**src/rtl/adc_window_stats_pkg.sv**
```systemverilog
// Shared types and constants for the ADC window statistics block.
package adc_disp_pkg;
  localparam int CODE_W           = 12;
  localparam int DISP_MAX_DEFAULT = 9999;

  typedef enum logic [1:0] {
    MODE_AVG = 2'd0,
    MODE_MIN = 2'd1,
    MODE_MAX = 2'd2,
    MODE_P2P = 2'd3
  } mode_e;

  typedef struct packed {
    logic [CODE_W-1:0] avg;
    logic [CODE_W-1:0] mn;
    logic [CODE_W-1:0] mx;
    logic [CODE_W-1:0] p2p;
  } win_stats_t;
endpackage

```
**src/rtl/adc_window_stats_if.sv**
```systemverilog
// Sample input, control and display-facing outputs of adc_window_stats.
interface adc_window_stats_if;
  import adc_disp_pkg::*;

  logic [15:0]       s_in;
  mode_e             mode;
  logic              hold;
  logic              clear;
  logic [15:0]       disp_mv;
  logic              disp_valid;
  logic [CODE_W-1:0] win_code;

  modport master (output s_in, mode, hold, clear, input disp_mv, disp_valid, win_code);
  modport slave  (input s_in, mode, hold, clear, output disp_mv, disp_valid, win_code);
endinterface

```
**src/rtl/adc_window_stats_accum.sv**
```systemverilog
// Decimates the ADC sample and accumulates avg/min/max/p2p over 2^LOG2_N ticks.
module adc_win_accum
  import adc_disp_pkg::*;
#(
  parameter int SAMPLE_DIV = 100000,
  parameter int LOG2_N     = 8
) (
  input  logic        clk,
  input  logic        rst_n,
  input  logic [15:0] s_in,
  input  logic        clear,
  output logic        done,
  output win_stats_t  stats
);
  localparam int TW    = $clog2(SAMPLE_DIV);
  localparam int ACC_W = CODE_W + LOG2_N;

  logic [TW-1:0]     tick_cnt;
  logic [LOG2_N-1:0] cnt;
  logic [ACC_W-1:0]  acc, acc_nxt;
  logic [CODE_W-1:0] mn, mx, mn_nxt, mx_nxt, code;
  logic              tick;
  logic              unused_lsbs;

  assign code        = s_in[15:4];
  assign unused_lsbs = ^s_in[3:0];
  assign tick        = (tick_cnt == TW'(SAMPLE_DIV - 1));
  // Next-state values fold in the current code so the final tick lands in its own window.
  assign acc_nxt     = acc + ACC_W'(code);
  assign mn_nxt      = (code < mn) ? code : mn;
  assign mx_nxt      = (code > mx) ? code : mx;

  always_ff @(posedge clk) begin
    done <= 1'b0;
    if (!rst_n || clear) begin
      tick_cnt <= '0;
      cnt      <= '0;
      acc      <= '0;
      mn       <= '1;
      mx       <= '0;
      if (!rst_n) stats <= '0;
    end else begin
      tick_cnt <= tick ? '0 : tick_cnt + 1'b1;
      if (tick) begin
        if (&cnt) begin
          done      <= 1'b1;
          stats.avg <= CODE_W'(acc_nxt >> LOG2_N);
          stats.mn  <= mn_nxt;
          stats.mx  <= mx_nxt;
          stats.p2p <= mx_nxt - mn_nxt;
          cnt       <= '0;
          acc       <= '0;
          mn        <= '1;
          mx        <= '0;
        end else begin
          cnt <= cnt + 1'b1;
          acc <= acc_nxt;
          mn  <= mn_nxt;
          mx  <= mx_nxt;
        end
      end
    end
  end
endmodule

```
**src/rtl/adc_window_stats.sv**
```systemverilog
// Window statistics top: mode select, mV scaling, saturation and hold/clear gating.
module adc_window_stats
  import adc_disp_pkg::*;
#(
  parameter int SAMPLE_DIV  = 100000,
  parameter int LOG2_N      = 8,
  parameter int SCALE_NUM   = 1000,
  parameter int SCALE_SHIFT = 12,
  parameter int DISP_MAX    = DISP_MAX_DEFAULT
) (
  input  logic              clk,
  input  logic              rst_n,
  adc_window_stats_if.slave bus
);
  localparam int PROD_W = CODE_W + $clog2(SCALE_NUM + 1);

  logic              done;
  win_stats_t        stats;
  logic [CODE_W-1:0] sel, s1_code;
  logic [PROD_W-1:0] prod, mv;
  logic              s1_vld, show;

  adc_win_accum #(
    .SAMPLE_DIV(SAMPLE_DIV),
    .LOG2_N    (LOG2_N)
  ) u_accum (
    .clk  (clk),
    .rst_n(rst_n),
    .s_in (bus.s_in),
    .clear(bus.clear),
    .done (done),
    .stats(stats)
  );

  always_comb begin
    sel = stats.avg;
    case (bus.mode)
      MODE_AVG: sel = stats.avg;
      MODE_MIN: sel = stats.mn;
      MODE_MAX: sel = stats.mx;
      MODE_P2P: sel = stats.p2p;
    endcase
  end

  assign mv   = prod >> SCALE_SHIFT;
  // A held or cleared result is dropped outright; nothing is queued for later.
  assign show = s1_vld & ~bus.hold & ~bus.clear;

  always_ff @(posedge clk) begin
    if (!rst_n) begin
      s1_vld         <= 1'b0;
      s1_code        <= '0;
      prod           <= '0;
      bus.disp_mv    <= '0;
      bus.win_code   <= '0;
      bus.disp_valid <= 1'b0;
    end else begin
      s1_vld <= done & ~bus.clear;
      if (done) begin
        s1_code <= sel;
        prod    <= PROD_W'(sel) * PROD_W'(SCALE_NUM);
      end
      bus.disp_valid <= show;
      if (show) begin
        bus.disp_mv  <= (64'(mv) > 64'(DISP_MAX)) ? 16'(DISP_MAX) : 16'(mv);
        bus.win_code <= s1_code;
      end
    end
  end
endmodule

```
**src/flat_wrapper.sv**
```systemverilog
// flat-port wrapper written by rule: the top's interface ports become plain ports
module adc_window_stats_flat import adc_disp_pkg::*;
#(
  parameter int SAMPLE_DIV  = 100000,
  parameter int LOG2_N      = 8,
  parameter int SCALE_NUM   = 1000,
  parameter int SCALE_SHIFT = 12,
  parameter int DISP_MAX    = DISP_MAX_DEFAULT
)
  (clk, rst_n, bus_s_in, bus_mode, bus_hold, bus_clear, bus_disp_mv, bus_disp_valid, bus_win_code);
  adc_window_stats_if bus_i ();
  input  logic clk;
  input  logic rst_n;
  input wire logic [$bits(bus_i.s_in)-1:0] bus_s_in;
  input wire logic [$bits(bus_i.mode)-1:0] bus_mode;
  input wire logic [$bits(bus_i.hold)-1:0] bus_hold;
  input wire logic [$bits(bus_i.clear)-1:0] bus_clear;
  output wire logic [$bits(bus_i.disp_mv)-1:0] bus_disp_mv;
  output wire logic [$bits(bus_i.disp_valid)-1:0] bus_disp_valid;
  output wire logic [$bits(bus_i.win_code)-1:0] bus_win_code;
  assign bus_i.s_in = bus_s_in;
  assign bus_i.mode = bus_mode;
  assign bus_i.hold = bus_hold;
  assign bus_i.clear = bus_clear;
  assign bus_disp_mv = bus_i.disp_mv;
  assign bus_disp_valid = bus_i.disp_valid;
  assign bus_win_code = bus_i.win_code;
  adc_window_stats #(.SAMPLE_DIV(SAMPLE_DIV), .LOG2_N(LOG2_N), .SCALE_NUM(SCALE_NUM), .SCALE_SHIFT(SCALE_SHIFT), .DISP_MAX(DISP_MAX)) u_core (.clk(clk), .rst_n(rst_n), .bus(bus_i));
endmodule
```
**config.mk**
```make
export PLATFORM = sky130hd
export DESIGN_NAME = adc_window_stats_flat
export DESIGN_NICKNAME = d
export VERILOG_FILES = /design/src/rtl/adc_window_stats_pkg.sv /design/src/rtl/adc_window_stats_if.sv /design/src/rtl/adc_window_stats_accum.sv /design/src/rtl/adc_window_stats.sv /design/src/flat_wrapper.sv
export SDC_FILE = /design/constraint.sdc
export NUM_CORES = 1
export LEC_CHECK = 0
export CAP_MARGIN = 20
export CORE_ASPECT_RATIO = 0.7
export CORE_UTILIZATION = 55
export DETAILED_ROUTE_END_ITERATION = 8
export GPL_TIMING_DRIVEN = 0
export PLACE_DENSITY = 0.76
export RECOVER_POWER = 100
export SYNTH_ARGS = -nofsm -noshare
export SYNTH_HDL_FRONTEND = slang
export SYNTH_SLANG_ARGS = --single-unit
```
**constraint.sdc**
```tcl
create_clock -name clk -period 6.1 [get_ports clk]
set_input_delay 1.22 -clock clk [delete_from_list [all_inputs] [get_ports clk]]
set_output_delay 1.22 -clock clk [all_outputs]
set_load 0.005 [all_outputs]
```
==> results by group, run 1 <==
Setup path
  – Worst r2r path cells: 18
  – WP buf/inv: 6
  – Reg-to-reg endpoint: u_core.prod[20]
  – Peak per-stage delay on the critical path: 0.56 ns
  – Critical path startpoint: bus_mode[1]
  – Crit-path leading delay family: adder cells
  – Worst reg2reg startpoint: u_core.u_accum.stats[43]
  – Worst setup path endpoint: u_core.prod[20]
  – WP depth: 20
  – Required time of the critical path: between 6 and 7 ns
  – Startpoint types: input port
  – Slowest-stage cell, CP: fa_1
  – Critical Path End Type: flop
  – Crit path kind: input port to flop
  – Worst path arrival time: 6.24 ns
  – Worst-path fanout max: 7
  – CP Cell Sequence: clkbuf_4, buf_12, mux4_2, fa_1, inv_1, fa_1, inv_1, fa_1, inv_1, fa_1, inv_1, ha_4, and3_4, o31ai_2, a21oi_1, or2_4, a221o_1, xor2_1, mux2i_1, nor2b_1
  – Reg-to-reg slack, setup: 0.84 ns

Timing
  – Clock skew: around 0.014 ns
  – # setup viols final: 0
  – Final hold vios: 0
  – Worst hold slack: roughly 0.46 ns
  – Relative slew margins: -44.8%
  – Period utilisation layout: 97.1%
  – Setup ws final: 0.178 ns
  – Slew Viols, Final: between 50 and 60
  – Worst-Margin Slew: 2.15 ns
  – Fmax: about 170 MHz
  – Final min period: 5.92 ns

Die
  – Total core area: 0.0175 mm^2
  – Cell Rows: 40
  – Die area: 0.0187 mm^2
  – Initial core utilization: 57.2%
  – I/O pin cnt: 51
  – Die span in y: 115 um
  – Die W: between 150 and 200 um

Clock tree
  – CTS tree: yes
  – Sinks on the clock net: 164
  – Root buf cell: clkbuf_16
  – Worst-Skew Late Latency: 0.44 ns
  – Clk buf depth: 2
  – H-tree Lvls: 4
  – Reg clk slew, reported paths: 0.06 ns
  – Total CTS buffers: 17

Cells and area
  – Storage cell area: 0.00376 mm^2
  – Antenna cells: 0
  – Syn-to-layout area delta: 14.3%
  – Filler Cell Count: 1379
  – Share of cells above drive strength 1: 8.11%
  – Net count reported at finish: 1273
  – Area of the multi-input gates: 0.00569 mm^2

Yosys
  – Ys async rst share: 0%
  – Yosys cell types: 59
  – Synth warn: 0
  – FF+latch count, synth: 164
  – Register area share after synthesis: a little under two fifths
  – Most frequent cells after synthesis: dfxtp_1 (116), inv_1 (113), nor2_1 (109)
  – Avg Cell Area, Syn: around 9.5 um^2
  – Cells after Synth: 1047
  – EDFF count, synth: 48
  – Share of the synthesized area in the top cell type: 23.2%
  – Area leader, netlist: dfxtp_1
  – Primary FF master, synth: dfxtp_1
  – Count leader, synth: dfxtp_1
  – Synth Cell Area: 0.00999 mm^2
  – Largest cells by area after synthesis: dfxtp_1 (23%), edfxtp_1 (14%), ha_1 (11%), fa_1 (7.6%), inv_1 (4.2%)

Min path
  – Hold Crit Start: u_core.bus.win_code[6]
  – Worst Hold Class: flop to flop

Global route
  – Total global routing overflow: 0
  – First-pass GRT wire length: 37000 um
  – Number of global-route vias before repair: 7347
  – Initial antenna violation count: 0
  – Largest net degree at the start of global routing: 34
  – Tot GR Track Use: between 20% and 30%

Drt
  – Drt pass-1 iters: 5
  – Detailed Route Iter0 Violations: just over 700
  – Post-route ant nets: 0
  – Total wire length: 22700 um
  – Wire length per cell: 16.6 um
  – Drt drc: 0
  – Via count: 7575
  – Drt via density: 5.55

Power
  – Switching fraction of total power: 37.0%
  – VDD IR max: approximately 0.23 mV
  – Part of the power in the clock network: a little over a quarter
  – Psw: 1.38 mW
  – Internal: around 2.4 mW
  – Flop pwr share: 30.7%
  – Power per cell area: 328 mW/mm^2
  – Combinational Power Share: 42.2%
  – Static Leak: 4.86 nW

Outcome
  – Outcome: finished with violations
  – Failing checks: max-capacitance violations, max-slew violations

Placement
  – DP HPWL: 17000 um
  – I/O Buffers: 40
  – Setup WS pre-CTS: -1.29 ns
  – Routability cong.: 0.879

Run
  – Max-cap check violation count: 2
power groups by stage:
stage | Combinational (mW) | Sequential (mW) | Clock [mW]
2_1_floorplan | 1.04 | 1.17 | 0
3_3_place_gp | 1.34 | 1.17 | 0
3_5_place_dp | 1.40 | 1.17 | 0
4_1_cts | 1.45 | 1.15 | 1.03
5_1_grt | 1.77 | 1.15 | 1.08
6_report | 1.58 | 1.15 | 1.02
area by class of cell:
| cell class | count | share of cell area (%) |
|---|---|---|
| well taps | 231 | 2.53 |
| clock buffers | 19 | 3.98 |
| clock inverters | 13 | 0.866 |
| repair buffers | 51 | 4.13 |
| plain buffers | 44 | 1.98 |
| flip-flops and latches | 164 | 33.0 |
| multi-input cells | 731 | 49.8 |
| inverters | 113 | 3.71 |
cells by family after synthesis:
| group | synth area share (%) |
|---|---|
| AND/OR/NAND/NOR | 15.0 |
| AO/OA/AOI/OAI | 12.7 |
| flip-flops | 37.7 |
| buffers and inverters | 6.29 |
| adder cells (fa/ha/maj) | 19.0 |
| XOR/XNOR | 4.38 |
| multiplexers | 4.88 |
| other | 0.0375 |
tightest hold or removal path, delay by kind of cell, from the launching register on:
family / cells / cell delay, ns
flops: 1 / 0.30
compound gates: 1 / 0.06
simple gates: 1 / 0.04
per-stage QoR:
stage | setup TNS [ns] | power (mW) | cells | util [%] | area, um^2
floorplan | 0 | 2.21 | 1052 | - | 10000
global placement | -43.74 | 2.51 | 1323 | 61.4 | 10700
detailed placement | -10.94 | 2.57 | 1324 | 61.6 | 10800
CTS | 0 | 3.63 | 1361 | 65.2 | 11400
global route | -0.0112 | 4.00 | 1366 | 65.4 | 11400
finish | 0 | 3.74 | 1366 | 65.4 | 11400
worst min path at each step:
| stage | end | slack (ns) | depth (start not counted) |
|---|---|---|---|
| floorplan | u_core.u_accum.acc[2] | 0.43 | 2 |
| global placement | u_core.u_accum.acc[6] | 0.44 | 2 |
| detailed placement | u_core.u_accum.acc[6] | 0.45 | 2 |
| CTS | u_core.u_accum.acc[6] | 0.46 | 2 |
| global route | u_core.bus.win_code[5] | 0.48 | 2 |
| finish | u_core.bus.win_code[6] | 0.46 | 2 |
timing repair:
action,4_1_cts,5_1_grt
setup endpoints to repair,10,9
resized for setup,12,16
pin swaps,0,7
buffers inserted,5,5
hold buffers,0,0
state kept, by name (all words and copies together) (netlist names):
name and flops:
u_core.bus.disp_mv 10, u_core.bus.disp_valid 1, u_core.bus.win_code 12, u_core.prod 10, u_core.s1_code 12, u_core.s1_vld 1
u_core.u_accum.acc 20, u_core.u_accum.cnt 8, u_core.u_accum.done 1, u_core.u_accum.mn 12, u_core.u_accum.mx 12, u_core.u_accum.stats 48
u_core.u_accum.tick_cnt 17
metal layers:
layer / up-vias / track usage [%] / wire length [um]
met5: - / 0 / 0
met1: 3597 / 37.8 / 11500
met2: 220 / 37.8 / 9450
met3: 32 / 5.63 / 1410
li1: 3726 / - / -
met4: 0 / 7.35 / 354
layout by cell type, fill, tap and decap left out, drive strengths merged, types with 19 or more instances in the layout:
cell type and instances:
edfxtp 48, fa 38, dfxtp 116, xor2 31, o21ai 31, a21oi 50
a21boi 27, dlygate4sd3 27, nor2b 23, nor2 109, ha 91, inv 117
xnor2 19, nand2 84, clkbuf 54, buf 22, mux2i 24
No activity file was read; power rests on OpenSTA's default activity.
==> inputs of run 2 (changes only) <==
--- a/config.mk
+++ b/config.mk
@@ -7,10 +7,10 @@
 export LEC_CHECK = 0
 export CAP_MARGIN = 20
 export CORE_ASPECT_RATIO = 0.7
-export CORE_UTILIZATION = 55
+export CORE_UTILIZATION = 30
 export DETAILED_ROUTE_END_ITERATION = 8
 export GPL_TIMING_DRIVEN = 0
-export PLACE_DENSITY = 0.76
+export PLACE_DENSITY = 0.46
 export RECOVER_POWER = 100
 export SYNTH_ARGS = -nofsm -noshare
 export SYNTH_HDL_FRONTEND = slang
==> results by group, run 2 (synthesis results as in run 1) <==
Global route
  – Met1 Use GR: 24.6% (-13 points)
  – Total global routing overflow: 0 (unchanged)
  – Tot GR Track Use: 15.7% (-10 points)
  – GR Util met3: 2.97% (-2.7 points)
  – Initial antenna violation count: 1 (+1)
  – First-pass GRT wire length: 41000 um (+11%)
  – Number of global-route vias before repair: 7322 (-0.34%)
  – Met2 usage: 21.4% (-16 points)
  – Top Usage Layer GRT: met1
  – Largest net degree at the start of global routing: 31 (-8.8%)

Timing
  – RSZ-0062 raised after global routing: yes
  – Fmax: 170 MHz (+0.47%)
  – # setup viols final: 0 (unchanged)
  – Slew Viols, Final: 51 (unchanged)
  – Clock skew: 0.0112 ns (-0.00298 ns)
  – Final hold vios: 0 (unchanged)
  – Period utilisation layout: 96.6% (-0.45 points)
  – Final min period: 5.89 ns (-0.0275 ns)
  – Relative slew margins: -72.5% (-28 points)
  – Setup ws final: 0.206 ns (+0.0275 ns)
  – Worst-Margin Slew: 2.56 ns (+0.410 ns)

Cells and area
  – Net count reported at finish: 1272 (-0.079%)
  – Final Non-Filler Cells: 1562 (+14%)
  – Biggest register: u_core.u_accum.stats
  – Biggest regs: u_core.u_accum.stats x48, u_core.u_accum.acc x20, u_core.u_accum.tick_cnt x17
  – Post-layout util: 35.8% (-30 points)
  – Most frequent cells in the layout: dfxtp_1 (116), inv_1 (113), nor2_1 (109), ha_1 (90), nand2_1 (84)
  – Filler Cell Count: 3336 (+140%)
  – Share of cells above drive strength 1: 7.58% (-0.52 points)
  – Syn-to-layout area delta: 16.6%
  – Max reg flops: 48 (unchanged)
  – Commonest non-fill, non-tap cell in the layout: dfxtp_1
  – Cell area after layout: 0.0117 mm^2 (+2.1%)

Placement
  – Area after DPL: 0.0110 mm^2 (+2.3%)
  – Placed Cells: 1520 (+15%)
  – Setup WS pre-CTS: -1.38 ns (-0.0953 ns)
  – DP HPWL: 19200 um (+13%)
  – I/O Buffers: 40 (unchanged)
  – Routability cong.: 0.780 (-11%)

Clock tree
  – Worst-Skew Late Latency: 0.44 ns (about the same)
  – Total CTS buffers: 17 (unchanged)
  – CTS tree: yes
  – Reg clk slew, reported paths: 0.06 ns (about the same)
  – Clk buf depth: 2 (unchanged)
  – Hold_buf cts: 0 (unchanged)
  – Sinks on the clock net: 164 (unchanged)
  – H-tree Lvls: 4 (unchanged)
  – Root buf cell: clkbuf_16

Power
  – Total Power: 3.66 mW (-2.1%)
  – Power per cell area: 314 mW/mm^2 (-4.1%)
  – Static Leak: 4.87 nW (+0.23%)
  – VDD IR max: 0.211 mV (-9.6%)

Setup path
  – Required time of the critical path: 6.42 ns (about the same)
  – Peak per-stage delay on the critical path: 0.56 ns (about the same)
  – Worst setup path endpoint: u_core.prod[21]
  – WP buf/inv: 6 (unchanged)
  – Reg-to-reg slack, setup: 0.78 ns (-0.06 ns)
  – Worst-path fanout max: 7 (unchanged)
  – CP Cell Sequence: buf_4, buf_12, mux4_2, fa_1, inv_1, fa_1, inv_1, fa_1, inv_1, fa_1, inv_1, ha_4, and3_4, o31ai_2, a21oi_1, or2_2, a221o_1, a21oi_2, xnor2_2, o21ai_1
  – Startpoint types: input port
  – Reg-to-reg endpoint: u_core.u_accum.stats[1]
  – Worst reg2reg startpoint: u_core.u_accum.tick_cnt[6]
  – Critical Path End Type: flop
  – Worst r2r path cells: 8 (-10)
  – Critical path startpoint: bus_mode[1]
  – WP depth: 20 (unchanged)
  – Worst path arrival time: 6.22 ns (-0.02 ns)
  – Crit path kind: input port to flop
  – Crit-path leading delay family: adder cells
  – Slowest-stage cell, CP: mux4_2

Drt
  – Detailed Route Iter0 Violations: 319 (-55%)
  – Via count: 7297 (-3.7%)
  – Wire length per cell: 15.7 um (-5.3%)
  – Drt via density: 4.67 (-16%)
  – Drt pass-1 iters: 5 (unchanged)
  – Post-route ant nets: 0 (unchanged)
  – Drt drc: 0 (unchanged)
  – Total wire length: 24600 um (+8.3%)

Die
  – I/O pin cnt: 51 (unchanged)
  – Cell Rows: 55 (+38%)
  – Die span in y: 155 um (+35%)
  – Die area: 0.0340 mm^2 (+82%)
  – Total core area: 0.0326 mm^2 (+86%)
  – Die W: 220 um (+35%)
  – Initial core utilization: 30.7% (-27 points)

Outcome
  – Failing checks: max-capacitance violations, max-slew violations
  – Outcome: finished with violations

Min path
  – Worst Hold Class: flop to flop

Run
  – Max-cap check violation count: 2 (unchanged)
==> run 2: cell types whose count changed in the layout (fill, tap and decap cells not counted), sizes merged <==
cell / delta
bufinv: +1
clkinv: -1
inv: -2
clkdlybuf4s50: -2
clkbuf: +1
diode: +1
dlygate4sd3: +2
==> run 2: stage by stage <==
| stage | setup TNS [ns] | hold WS [ns] |
|---|---|---|
| 4_1_cts | 0 | 0.467 |
| 2_1_floorplan | 0 | 0.429 |
| 6_report | 0 | 0.461 |
| 3_3_place_gp | -69.16 | 0.444 |
| 5_1_grt | -0.0499 | 0.495 |
| 3_5_place_dp | -11.61 | 0.451 |
==> run 2: repair_timing <==
action,CTS,global route
pin swaps,0,4
setup endpoints to repair,10,10
resized for setup,14,9
setup buffers,8,2
endpoints found under the hold margin,0,0
gates cloned,0,0
==> run 2: worst min path at each step <==
stage | from | end | slack, ns | depth (start not counted)
2_1_floorplan | u_core.u_accum.acc[2] | u_core.u_accum.acc[2] | 0.43 | 2
3_3_place_gp | u_core.u_accum.acc[5] | u_core.u_accum.acc[5] | 0.44 | 2
3_5_place_dp | u_core.u_accum.acc[2] | u_core.u_accum.acc[2] | 0.45 | 2
4_1_cts | u_core.u_accum.acc[2] | u_core.u_accum.acc[2] | 0.47 | 2
5_1_grt | u_core.s1_code[6] | u_core.bus.win_code[6] | 0.49 | 2
6_report | u_core.bus.win_code[3] | u_core.bus.win_code[3] | 0.46 | 2
==> run 2: cell type report <==
cell class / count / area (um^2) / area share (%)
clock inverter: 11 / 101 / 0.870
clock buffer: 21 / 470 / 4.04
multi-input combinational: 731 / 5660 / 48.6
inverter: 113 / 424 / 3.64
timing repair buffer: 51 / 472 / 4.05
sequential: 164 / 3760 / 32.3
antenna: 1 / 2.50 / 0.0215
tap: 427 / 534 / 4.58
buffer: 43 / 221 / 1.90
==> run 2: power by group <==
part / total, mW / leakage (nW) / internal, mW / switching (mW)
Combinational: 1.45 / 3.17 / 0.614 / 0.834
Sequential: 1.15 / 1.43 / 1.14 / 0.00569
Clock: 1.07 / 0.276 / 0.595 / 0.472
Total: 3.66 / 4.87 / 2.35 / 1.31
==> run 2: worst min-delay path, stage by stage, from the launching register on <==
cell	delay, ns
dfxtp_1	0.31
nand2_1	0.04
a21boi_0	0.06
==> run 2: routing by layer <==
metal | vias up | share of wire, %
li1 | 3717 | -
met1 | 3479 | 56
met2 | 84 | 40
met3 | 17 | 3.2
met4 | 0 | 1.1
met5 | - | 0
==> variant (config.mk and constraints of run 2) <==
Make the reset (`rst_n`) asynchronous in one clocked block.
--- a/src/rtl/adc_window_stats.sv
+++ b/src/rtl/adc_window_stats.sv
@@ -47,5 +47,5 @@
   assign show = s1_vld & ~bus.hold & ~bus.clear;
 
-  always_ff @(posedge clk) begin
+  always_ff @(posedge clk or negedge rst_n) begin
     if (!rst_n) begin
       s1_vld         <= 1'b0;
Behaviour: same outputs for any inputs over 10 cycles, from zero or initial values and one cycle with rst_n low; that may be too few to reach the edited logic, so the function may still have changed.
==> variant against run 2 <==
The flow still finishes with violations (capacitance limit, slew limit). Sequential cell count did not move. Clock skew increased by 0.0020 ns. Global-route usage is 0.44 points lower. Area after synthesis rose by 1.4%. Total power rose by 4.9%. Design area grew 0.54%. Setup slack better by 0.037 ns. Die area increased by 1.4%. Routed wire length up 2.2%. Critical path type unchanged. Highest routed layer is now met5.
==> variant: results (changes against run 2) <==
Setup path
  – Worst Path Max Fanout: 10 (was 7)
  – Max stage delay on crit path: 0.76 ns (was 0.56 ns)
  – Signal arrival time at the worst endpoint: 6.13 ns (was 6.22 ns)
  – Endpoint of the worst-slack reg-to-reg timing path: u_core.prod[21]$_DFFE_PN0P_ (was u_core.u_accum.stats[1]$_SDFFCE_PP0P_)
  – Cells on worst reg2reg path: 15 (was 8)
  – R2R setup slack: 1.09 ns (was 0.78 ns)
  – Critical register-to-register path startpoint: u_core.u_accum.stats[39]$_SDFFCE_PP0P_ (was u_core.u_accum.tick_cnt[6]$_SDFF_PP0_)
  – Crit. Startpoint: bus_s_in[10] (was bus_mode[1])
  – Top delay family on crit path: compound AO/OA/AOI/OAI gates (was adder cells)

Finish
  – CLK BUF: 18 (was 21)
  – Multi-input logic area: 5640 um2 (was 5660 um2)
  – Nonclk buf count: 81 (was 94)
  – Multi-input logic cell count: 660 (was 731)
  – Multi-input gate share of the layout cell area: 0.481 (was 0.486)
  – Layout buffering overhead excluding clock cells: 0.0524 (was 0.0595)
  – Final std cells w/o fill: 1463 (was 1562)
  – Number of nets in the finished design: 1174 (was 1272)
  – Ratio of cells with drive above 1 in the final layout: 0.115 (was 0.0758)

Synth
  – Sequential element share of the synthesized area: 0.394 (was 0.377)
  – Fraction of synthesis flops using an asynchronous set or reset pin: 0.280 (was 0)

Run
  – Max-cap violations: 2 (unchanged)

Global route
  – Global-route wire length before repair: 40300 um (was 41000 um)
  – Largest net degree at the start of global routing: 40 (was 31)

Placement
  – Worst setup slack after placement: -1.10 ns (was -1.38 ns)
  – Routability-driven placement congestion ratio: 0.770 (was 0.780)
  – Placement-stage cell area: 11100 um2 (was 11000 um2)
  – Instance count after placement with tap cells included: 1424 (was 1520)

Drt
  – Amount of wire on met2 after detailed routing: 10400 um (was 9740 um)
  – Wire length on met3: 805 um (was 781 um)
  – Top routing layer used: met5 (was met4)

STA
  – Worst clock skew on the final layout: 0.0133 ns (was 0.0112 ns)
  – Max-slew violation count: 63 (was 51)
  – Relative slew slack: -0.338 (was -0.725)

Run status
  – Outcome: finished, violations left (unchanged)
  – Violations in the final reports: capacitance limit, slew limit (unchanged)
[variant: cell types whose count changed after synthesis, moves of 17 or more]
| cell | delta |
|---|---|
| sky130_fd_sc_hd__a21boi_0 | -26 |
| sky130_fd_sc_hd__clkbuf_1 | -17 |
| sky130_fd_sc_hd__dfrtp_1 | +46 |
| sky130_fd_sc_hd__dfxtp_1 | -46 |
| sky130_fd_sc_hd__mux2_2 | +46 |
| sky130_fd_sc_hd__nand2_1 | -38 |
| sky130_fd_sc_hd__nor2_1 | -36 |
[variant: cell families (layout without fill, tap and decap cells)]
family          after synthesis  in the layout  share of synthesized area
mux                          72             72                     0.0928
fa+ha+maj                   129            129                      0.187
buf+inv                     131            212                     0.0517
xor+xnor                     56             56                     0.0484
other cells                   1              6                   0.000370
simple gates                217            217                      0.106
flops                       164            164                      0.394
compound gates              180            180                      0.119
[variant: timing repair]
| item | CTS | global route |
|---|---|---|
| resized for setup | 11 | 8 |
| endpoints found under the setup margin | 11 | 6 |
| buffers inserted | 8 | 0 |
